--- src/rtl/data_axi_bridge_pkg.sv ---
// Shared types and helpers for the data-side AXI master: FSM states, AXI constants, lane/size helpers.
package data_axi_bridge_pkg;

    typedef enum logic [2:0] {
        S_IDLE    = 3'd0,
        S_RD_ADDR = 3'd1,
        S_RD_DATA = 3'd2,
        S_WR_REQ  = 3'd3,
        S_WR_RESP = 3'd4,
        S_DONE    = 3'd5
    } data_axi_state_t;

    localparam logic [1:0] AXI_BURST_INCR = 2'b01;
    localparam logic [1:0] AXI_RESP_OKAY  = 2'b00;

    // MEM numbers bytes from the top lane down; AXI numbers them from the bottom up.
    function automatic logic [31:0] byte_swap32(input logic [31:0] d);
        return {d[7:0], d[15:8], d[23:16], d[31:24]};
    endfunction

    // One lane -> byte, two -> halfword, anything else (including none) -> word.
    function automatic logic [2:0] axi_size_from_sel(input logic [3:0] sel);
        logic [2:0] cnt;
        cnt = {2'b00, sel[0]} + {2'b00, sel[1]} + {2'b00, sel[2]} + {2'b00, sel[3]};
        case (cnt)
            3'd1:    return 3'd0;
            3'd2:    return 3'd1;
            default: return 3'd2;
        endcase
    endfunction

endpackage

--- src/rtl/data_axi_bridge.sv ---
// Single-beat AXI4 master for the MEM data port; 4 cycles request-to-DONE with a zero-wait slave, +1 per slave wait.
// Stalls MEM via axi_busy_o until DONE; AXI outputs held while valid && !ready. DATA_AXI_ERR_EN enables error reporting.
module data_axi_bridge
    import data_axi_bridge_pkg::*;
#(
    parameter logic [3:0] AXI_ID = 4'd1
) (
    input  logic        clk,
    input  logic        rst,
    input  logic        mem_ce_i,
    input  logic        mem_we_i,
    input  logic [31:0] mem_addr_i,
    input  logic [3:0]  mem_sel_i,
    input  logic [31:0] mem_data_i,
    output logic        axi_busy_o,
    output logic [31:0] mem_data_o,
    output logic [3:0]  arid_o,
    output logic [31:0] araddr_o,
    output logic [7:0]  arlen_o,
    output logic [2:0]  arsize_o,
    output logic [1:0]  arburst_o,
    output logic        arvalid_o,
    input  logic        arready_i,
    input  logic [31:0] rdata_i,
    input  logic [1:0]  rresp_i,
    input  logic        rlast_i,
    input  logic        rvalid_i,
    output logic        rready_o,
    output logic [3:0]  awid_o,
    output logic [31:0] awaddr_o,
    output logic [7:0]  awlen_o,
    output logic [2:0]  awsize_o,
    output logic [1:0]  awburst_o,
    output logic        awvalid_o,
    input  logic        awready_i,
    output logic [31:0] wdata_o,
    output logic [3:0]  wstrb_o,
    output logic        wlast_o,
    output logic        wvalid_o,
    input  logic        wready_i,
    input  logic [1:0]  bresp_i,
    input  logic        bvalid_i,
    output logic        bready_o,
    output logic        err_valid_o,
    output logic [31:0] err_addr_o
);

    data_axi_state_t state_q, state_d;
    logic [31:0]     addr_q, addr_d;
    logic [3:0]      sel_q, sel_d;
    logic [31:0]     wdat_q, wdat_d;
    logic [31:0]     rdat_q, rdat_d;
    logic            aw_pend_q, aw_pend_d;
    logic            w_pend_q, w_pend_d;
    logic            resp_err;

    always_comb begin
        state_d   = state_q;
        addr_d    = addr_q;
        sel_d     = sel_q;
        wdat_d    = wdat_q;
        rdat_d    = rdat_q;
        aw_pend_d = aw_pend_q;
        w_pend_d  = w_pend_q;
        resp_err  = 1'b0;
        case (state_q)
            S_IDLE: begin
                if (mem_ce_i) begin
                    addr_d    = mem_addr_i;
                    sel_d     = mem_sel_i;
                    wdat_d    = mem_data_i;
                    aw_pend_d = mem_we_i;
                    w_pend_d  = mem_we_i;
                    state_d   = mem_we_i ? S_WR_REQ : S_RD_ADDR;
                end
            end
            S_RD_ADDR: begin
                if (arready_i) state_d = S_RD_DATA;
            end
            S_RD_DATA: begin
                if (rvalid_i) begin
                    rdat_d   = byte_swap32(rdata_i);
                    resp_err = (rresp_i != AXI_RESP_OKAY);
                    state_d  = S_DONE;
                end
            end
            S_WR_REQ: begin
                // AW and W complete independently; either may finish first or both together.
                if (aw_pend_q && awready_i) aw_pend_d = 1'b0;
                if (w_pend_q && wready_i)   w_pend_d  = 1'b0;
                if (!aw_pend_d && !w_pend_d) state_d = S_WR_RESP;
            end
            S_WR_RESP: begin
                if (bvalid_i) begin
                    resp_err = (bresp_i != AXI_RESP_OKAY);
                    state_d  = S_DONE;
                end
            end
            S_DONE:  state_d = S_IDLE;
            default: state_d = S_IDLE;
        endcase
    end

    always_ff @(posedge clk) begin
        if (!rst) begin
            state_q   <= S_IDLE;
            addr_q    <= '0;
            sel_q     <= '0;
            wdat_q    <= '0;
            rdat_q    <= '0;
            aw_pend_q <= 1'b0;
            w_pend_q  <= 1'b0;
        end else begin
            state_q   <= state_d;
            addr_q    <= addr_d;
            sel_q     <= sel_d;
            wdat_q    <= wdat_d;
            rdat_q    <= rdat_d;
            aw_pend_q <= aw_pend_d;
            w_pend_q  <= w_pend_d;
        end
    end

    // Idle only reports busy once MEM actually asks, so non-memory instructions never stall.
    assign axi_busy_o = (state_q == S_IDLE) ? mem_ce_i : (state_q != S_DONE);
    assign mem_data_o = rdat_q;

    assign arid_o    = AXI_ID;
    assign araddr_o  = {addr_q[31:2], 2'b00};
    assign arlen_o   = 8'd0;
    assign arsize_o  = axi_size_from_sel(sel_q);
    assign arburst_o = AXI_BURST_INCR;
    assign arvalid_o = (state_q == S_RD_ADDR);
    assign rready_o  = (state_q == S_RD_DATA);

    assign awid_o    = AXI_ID;
    assign awaddr_o  = {addr_q[31:2], 2'b00};
    assign awlen_o   = 8'd0;
    assign awsize_o  = axi_size_from_sel(sel_q);
    assign awburst_o = AXI_BURST_INCR;
    assign awvalid_o = (state_q == S_WR_REQ) && aw_pend_q;
    assign wdata_o   = byte_swap32(wdat_q);
    assign wstrb_o   = {sel_q[0], sel_q[1], sel_q[2], sel_q[3]};
    assign wlast_o   = 1'b1;
    assign wvalid_o  = (state_q == S_WR_REQ) && w_pend_q;
    assign bready_o  = (state_q == S_WR_RESP);

`ifdef DATA_AXI_ERR_EN
    logic        err_valid_q, err_valid_d;
    logic [31:0] err_addr_q, err_addr_d;
    logic        unused_rlast;

    // resp_err only fires on the transition into DONE, so the pulse covers exactly that cycle.
    always_comb begin
        err_valid_d = resp_err;
        err_addr_d  = resp_err ? addr_q : err_addr_q;
    end

    always_ff @(posedge clk) begin
        if (!rst) begin
            err_valid_q <= 1'b0;
            err_addr_q  <= '0;
        end else begin
            err_valid_q <= err_valid_d;
            err_addr_q  <= err_addr_d;
        end
    end

    assign err_valid_o  = err_valid_q;
    assign err_addr_o   = err_addr_q;
    assign unused_rlast = rlast_i;
`else
    logic unused_resp;

    assign err_valid_o = 1'b0;
    assign err_addr_o  = '0;
    assign unused_resp = ^{resp_err, rlast_i, addr_q[1:0]};
`endif

endmodule

--- config.mk ---
export PLATFORM = sky130hd
export DESIGN_NAME = data_axi_bridge
export DESIGN_NICKNAME = d
export VERILOG_FILES = /design/src/rtl/data_axi_bridge_pkg.sv /design/src/rtl/data_axi_bridge.sv
export SDC_FILE = /design/constraint.sdc
export NUM_CORES = 1
export LEC_CHECK = 0
export BUFFER_PORTS_ARGS = -buffer_cell sky130_fd_sc_hd__buf_2
export CAP_MARGIN = 20
export CORE_AREA = 5 5 122 124
export CTS_CLUSTER_DIAMETER = 30
export DETAILED_ROUTE_END_ITERATION = 10
export DIE_AREA = 0 0 127 129
export PLACE_DENSITY = 0.8
export SETUP_SLACK_MARGIN = 0.05
export SKIP_LAST_GASP = 1
export SLEW_MARGIN = 20
export SYNTH_ARGS = -nofsm -noshare
export SYNTH_HDL_FRONTEND = slang
export SYNTH_SLANG_ARGS = --single-unit
--- constraint.sdc ---
create_clock -name clk -period 3.4 [get_ports clk]
set_input_delay 0.68 -clock clk [delete_from_list [all_inputs] [get_ports clk]]
set_output_delay 0.68 -clock clk [all_outputs]
set_load 0.02 [all_outputs]
==> summary.md <==
| Metric | Value |
|---|---|
| Status | `complete, no violations` |
| Full die area | `16400 um^2` |
| Hold Buf Count CTS | `0` |
| DP Cell Count | `between 900 and 1000` |
| Met2 WL | `just over 6 mm` |
| Clock Latency Late Sink | `0.34 ns` |
| Die height | `roughly 130 um` |
| Fin area | `5940 um^2` |
| DP Area | `5650 um^2` |
| PwrDens | `733 nW/um^2` |
| DR WL met3 | `approximately 1.1 mm` |
| Crit path max fanout | `3` |
| Switching Power | `1.83 mW` |
| Share of cells above drive strength 1 | `between 30% and 40%` |
| Avg Inst Size Synth | `roughly 8.2 um^2` |
| Starting Density | `a little over a third` |
| Int Power | `between 2 and 3 mW` |
| Largest net degree at the start of global routing | `67` |
| Fin. Hold Viols | `0` |
| Clock share of power | `approximately 22%` |
| First DRT Iteration DRCs | `between 200 and 250` |
| Worst setup SP type | `register` |
| Worst vdd ir | `roughly 0.32 mV` |
| I/O Buffers | `around 240` |
| Share of power burned in registers | `between 30 and 40%` |
| Logic pwr share | `about 40%` |
| Final TNS setup | `0 ns` |
| Cell Area, Synth | `roughly 4800 um^2` |
| Gr usage total | `between 10% and 20%` |
| Diode count | `0` |
| Boundary pin count | `320` |
| Row cnt | `43` |
| Top cell type's share of synthesized area | `a little over two fifths` |
| Fin crit share | `roughly 89%` |
| Post CTS Setup Buffer Count | `0` |
| Power Total | `approximately 4.4 mW` |
| Clock Skews | `0.00593 ns` |
| Synth-to-layout area growth | `22.7%` |
| Final WL | `12.2 mm` |
| Clock-pin slew on the worst setup and hold paths | `about 0.070 ns` |
| RSZ-0062 raised after global routing | `no` |
| Total gr overflow | `0` |
| Max frequency | `roughly 330 MHz` |
| H-tree levels | `3` |
| Clk sink count | `103` |
| Register area share after synthesis | `between 40% and 50%` |
| TritonCTS clock tree | `done` |
| Top routing layer used | `met5` |
| Cells after Synth | `~590` |
| Drt wl/cell | `around 13 um` |
| Slew Viols, Final | `0` |
| # DRC | `0` |
| Tmin final | `around 3.0 ns` |
| Core Area | `about 14000 um^2` |
| Via density | `roughly 4.2` |
| Crit. End Element | `output port` |
| Switching Fraction | `a little over two fifths` |
| Slew @ Worst Pin | `a little under 0.7 ns` |
| Final net count | `approximately 900` |
| Worst rel slew slack | `54.1%` |
| Die X | `around 130 um` |
| Distinct cells, synth | `29` |
| Top cells by area, synth | `dfxtp_1, buf_4, nand2_1` |
| Number of synthesis warnings | `0` |
| Final ANT Viol Nets | `0` |
| Leakage power | `between 2 and 3 nW` |
| Iteration count of the initial detailed-routing pass | `4` |
| Antenna violations before repair | `1` |
| Final setup viols | `0` |
| DPL Wire Length | `9.31 mm` |
| Met1 Wirelength | `4.75 mm` |
| First-pass GRT wire length | `approximately 18 mm` |
| Synth area leader | `dfxtp_1` |
| Clk root buf | `clkbuf_16` |
| Vias in the first global route | `between 3000 and 4000` |
| RD Place Congestion | `between 0.7 and 0.8` |
| Post-CTS resize count | `0` |
| Max cap viols | `0` |
| Vias | `4085` |
| Max Buffers Root-to-Sink | `2` |
| Worst hold margin | `0.450 ns` |
| Final non-filler cell total | `about 960` |
| Worst hold path class | `reg -> reg` |
| Critical path class | `reg -> out` |
| CP required | `around 2.7 ns` |
| Synth Register Bits | `slightly above 100` |
| Arr. time, crit path | `approximately 2.4 ns` |
| Num CTS Buffers | `9` |
## metrics by stage
step / utilization [%] / worst slack (ns)
after floorplan: - / 0.319
after global placement: 41.4 / 0.722
after detailed placement: 41.4 / 0.690
after CTS: 43.4 / 0.305
after global routing: 43.4 / 0.210
final: 43.4 / 0.371
## worst paths after layout
kind                    from     endpoint  slack, ns  cells after the start
setup / recovery    sel_q[3]  awsize_o[0]       0.37                      7
setup reg to reg  state_q[2]   addr_q[19]       1.54                      5
hold reg to reg   wdat_q[26]   wdat_q[26]       0.45                      2
hold / removal    wdat_q[26]   wdat_q[26]       0.45                      2
## registers in the layout (all words and copies together) (netlist names)
| name | count |
|---|---|
| aw_pend_q | 1 |
| state_q | 3 |
| mem_data_o | 32 |
| w_pend_q | 1 |
| wdat_q | 32 |
| sel_q | 4 |
| addr_q | 30 |
## worst max-delay path, cell delays in order (launching register included)
cell	delay, ns
dfxtp_1	0.34
inv_1	0.06
fa_1	0.53
inv_1	0.04
ha_1	0.17
ha_1	0.30
nor3b_1	0.34
buf_2	0.24
## cells in the final DEF (no fill, tap or decap), types with 2 or more instances in the layout
master	count
nor2b_1	3
a21boi_0	76
inv_1	6
nand2_1	202
buf_4	6
nand3b_1	3
clkinv_2	2
clkinv_4	2
o21ai_0	4
and2_1	3
buf_2	244
conb_1	68
ha_1	2
mux2i_1	5
nor3b_1	2
a21boi_1	24
dfxtp_1	103
clkbuf_16	9
nor2_1	5
## synth_stat cells, drive strengths merged
| cell | count |
|---|---|
| a21oi | 1 |
| dfxtp | 103 |
| nor2b | 3 |
| o211ai | 1 |
| nand3b | 3 |
| a21boi | 100 |
| buf | 119 |
| nor3b | 3 |
| and3b | 1 |
| o221ai | 1 |
| ha | 2 |
| nor2 | 5 |
| nor3 | 1 |
| nor4b | 1 |
| conb | 2 |
| o21ai | 4 |
| inv | 6 |
| clkbuf | 16 |
| or2 | 1 |
| mux2i | 5 |
| and2 | 3 |
| nand2 | 203 |
| fa | 1 |
| xor2 | 1 |
| nand2b | 1 |
## area by class of cell
type,instances,area [um^2]
tap,180,225
inverter,6,22.5
timing repair buffer,250,1270
multi-input combinational,409,2080
clock inverter,6,43.8
fill,1429,7730
clock buffer,10,239
sequential,103,2060
## power groups by stage
| stage | registers [mW] | logic, mW | clock network, mW |
|---|---|---|---|
| floorplan | 1.89 | 1.18 | 0 |
| global placement | 1.65 | 1.75 | 0 |
| detailed placement | 1.66 | 1.78 | 0 |
| CTS | 1.64 | 1.78 | 1.01 |
| global route | 1.68 | 1.91 | 1.06 |
| finish | 1.63 | 1.75 | 0.972 |
## per-layer routing
metal | vias up | track usage, %
met5 | - | 0
met4 | 2 | 5.24
met3 | 16 | 4.03
met2 | 173 | 23.9
met1 | 1820 | 16.3
li1 | 2074 | -
## kinds of logic (layout without fill, tap and decap cells)
| family | after synthesis | count (layout) | share of synthesized area [%] |
|---|---|---|---|
| flops | 103 | 103 | 42.6 |
| fa+ha+maj | 3 | 3 | 0.931 |
| xor+xnor | 1 | 1 | 0.181 |
| mux | 5 | 5 | 1.03 |
| simple gates | 225 | 225 | 19.0 |
| compound gates | 107 | 107 | 16.5 |
| other cells | 2 | 68 | 0.155 |
| buf+inv | 141 | 272 | 19.6 |
No activity file was read; power rests on OpenSTA's default activity.
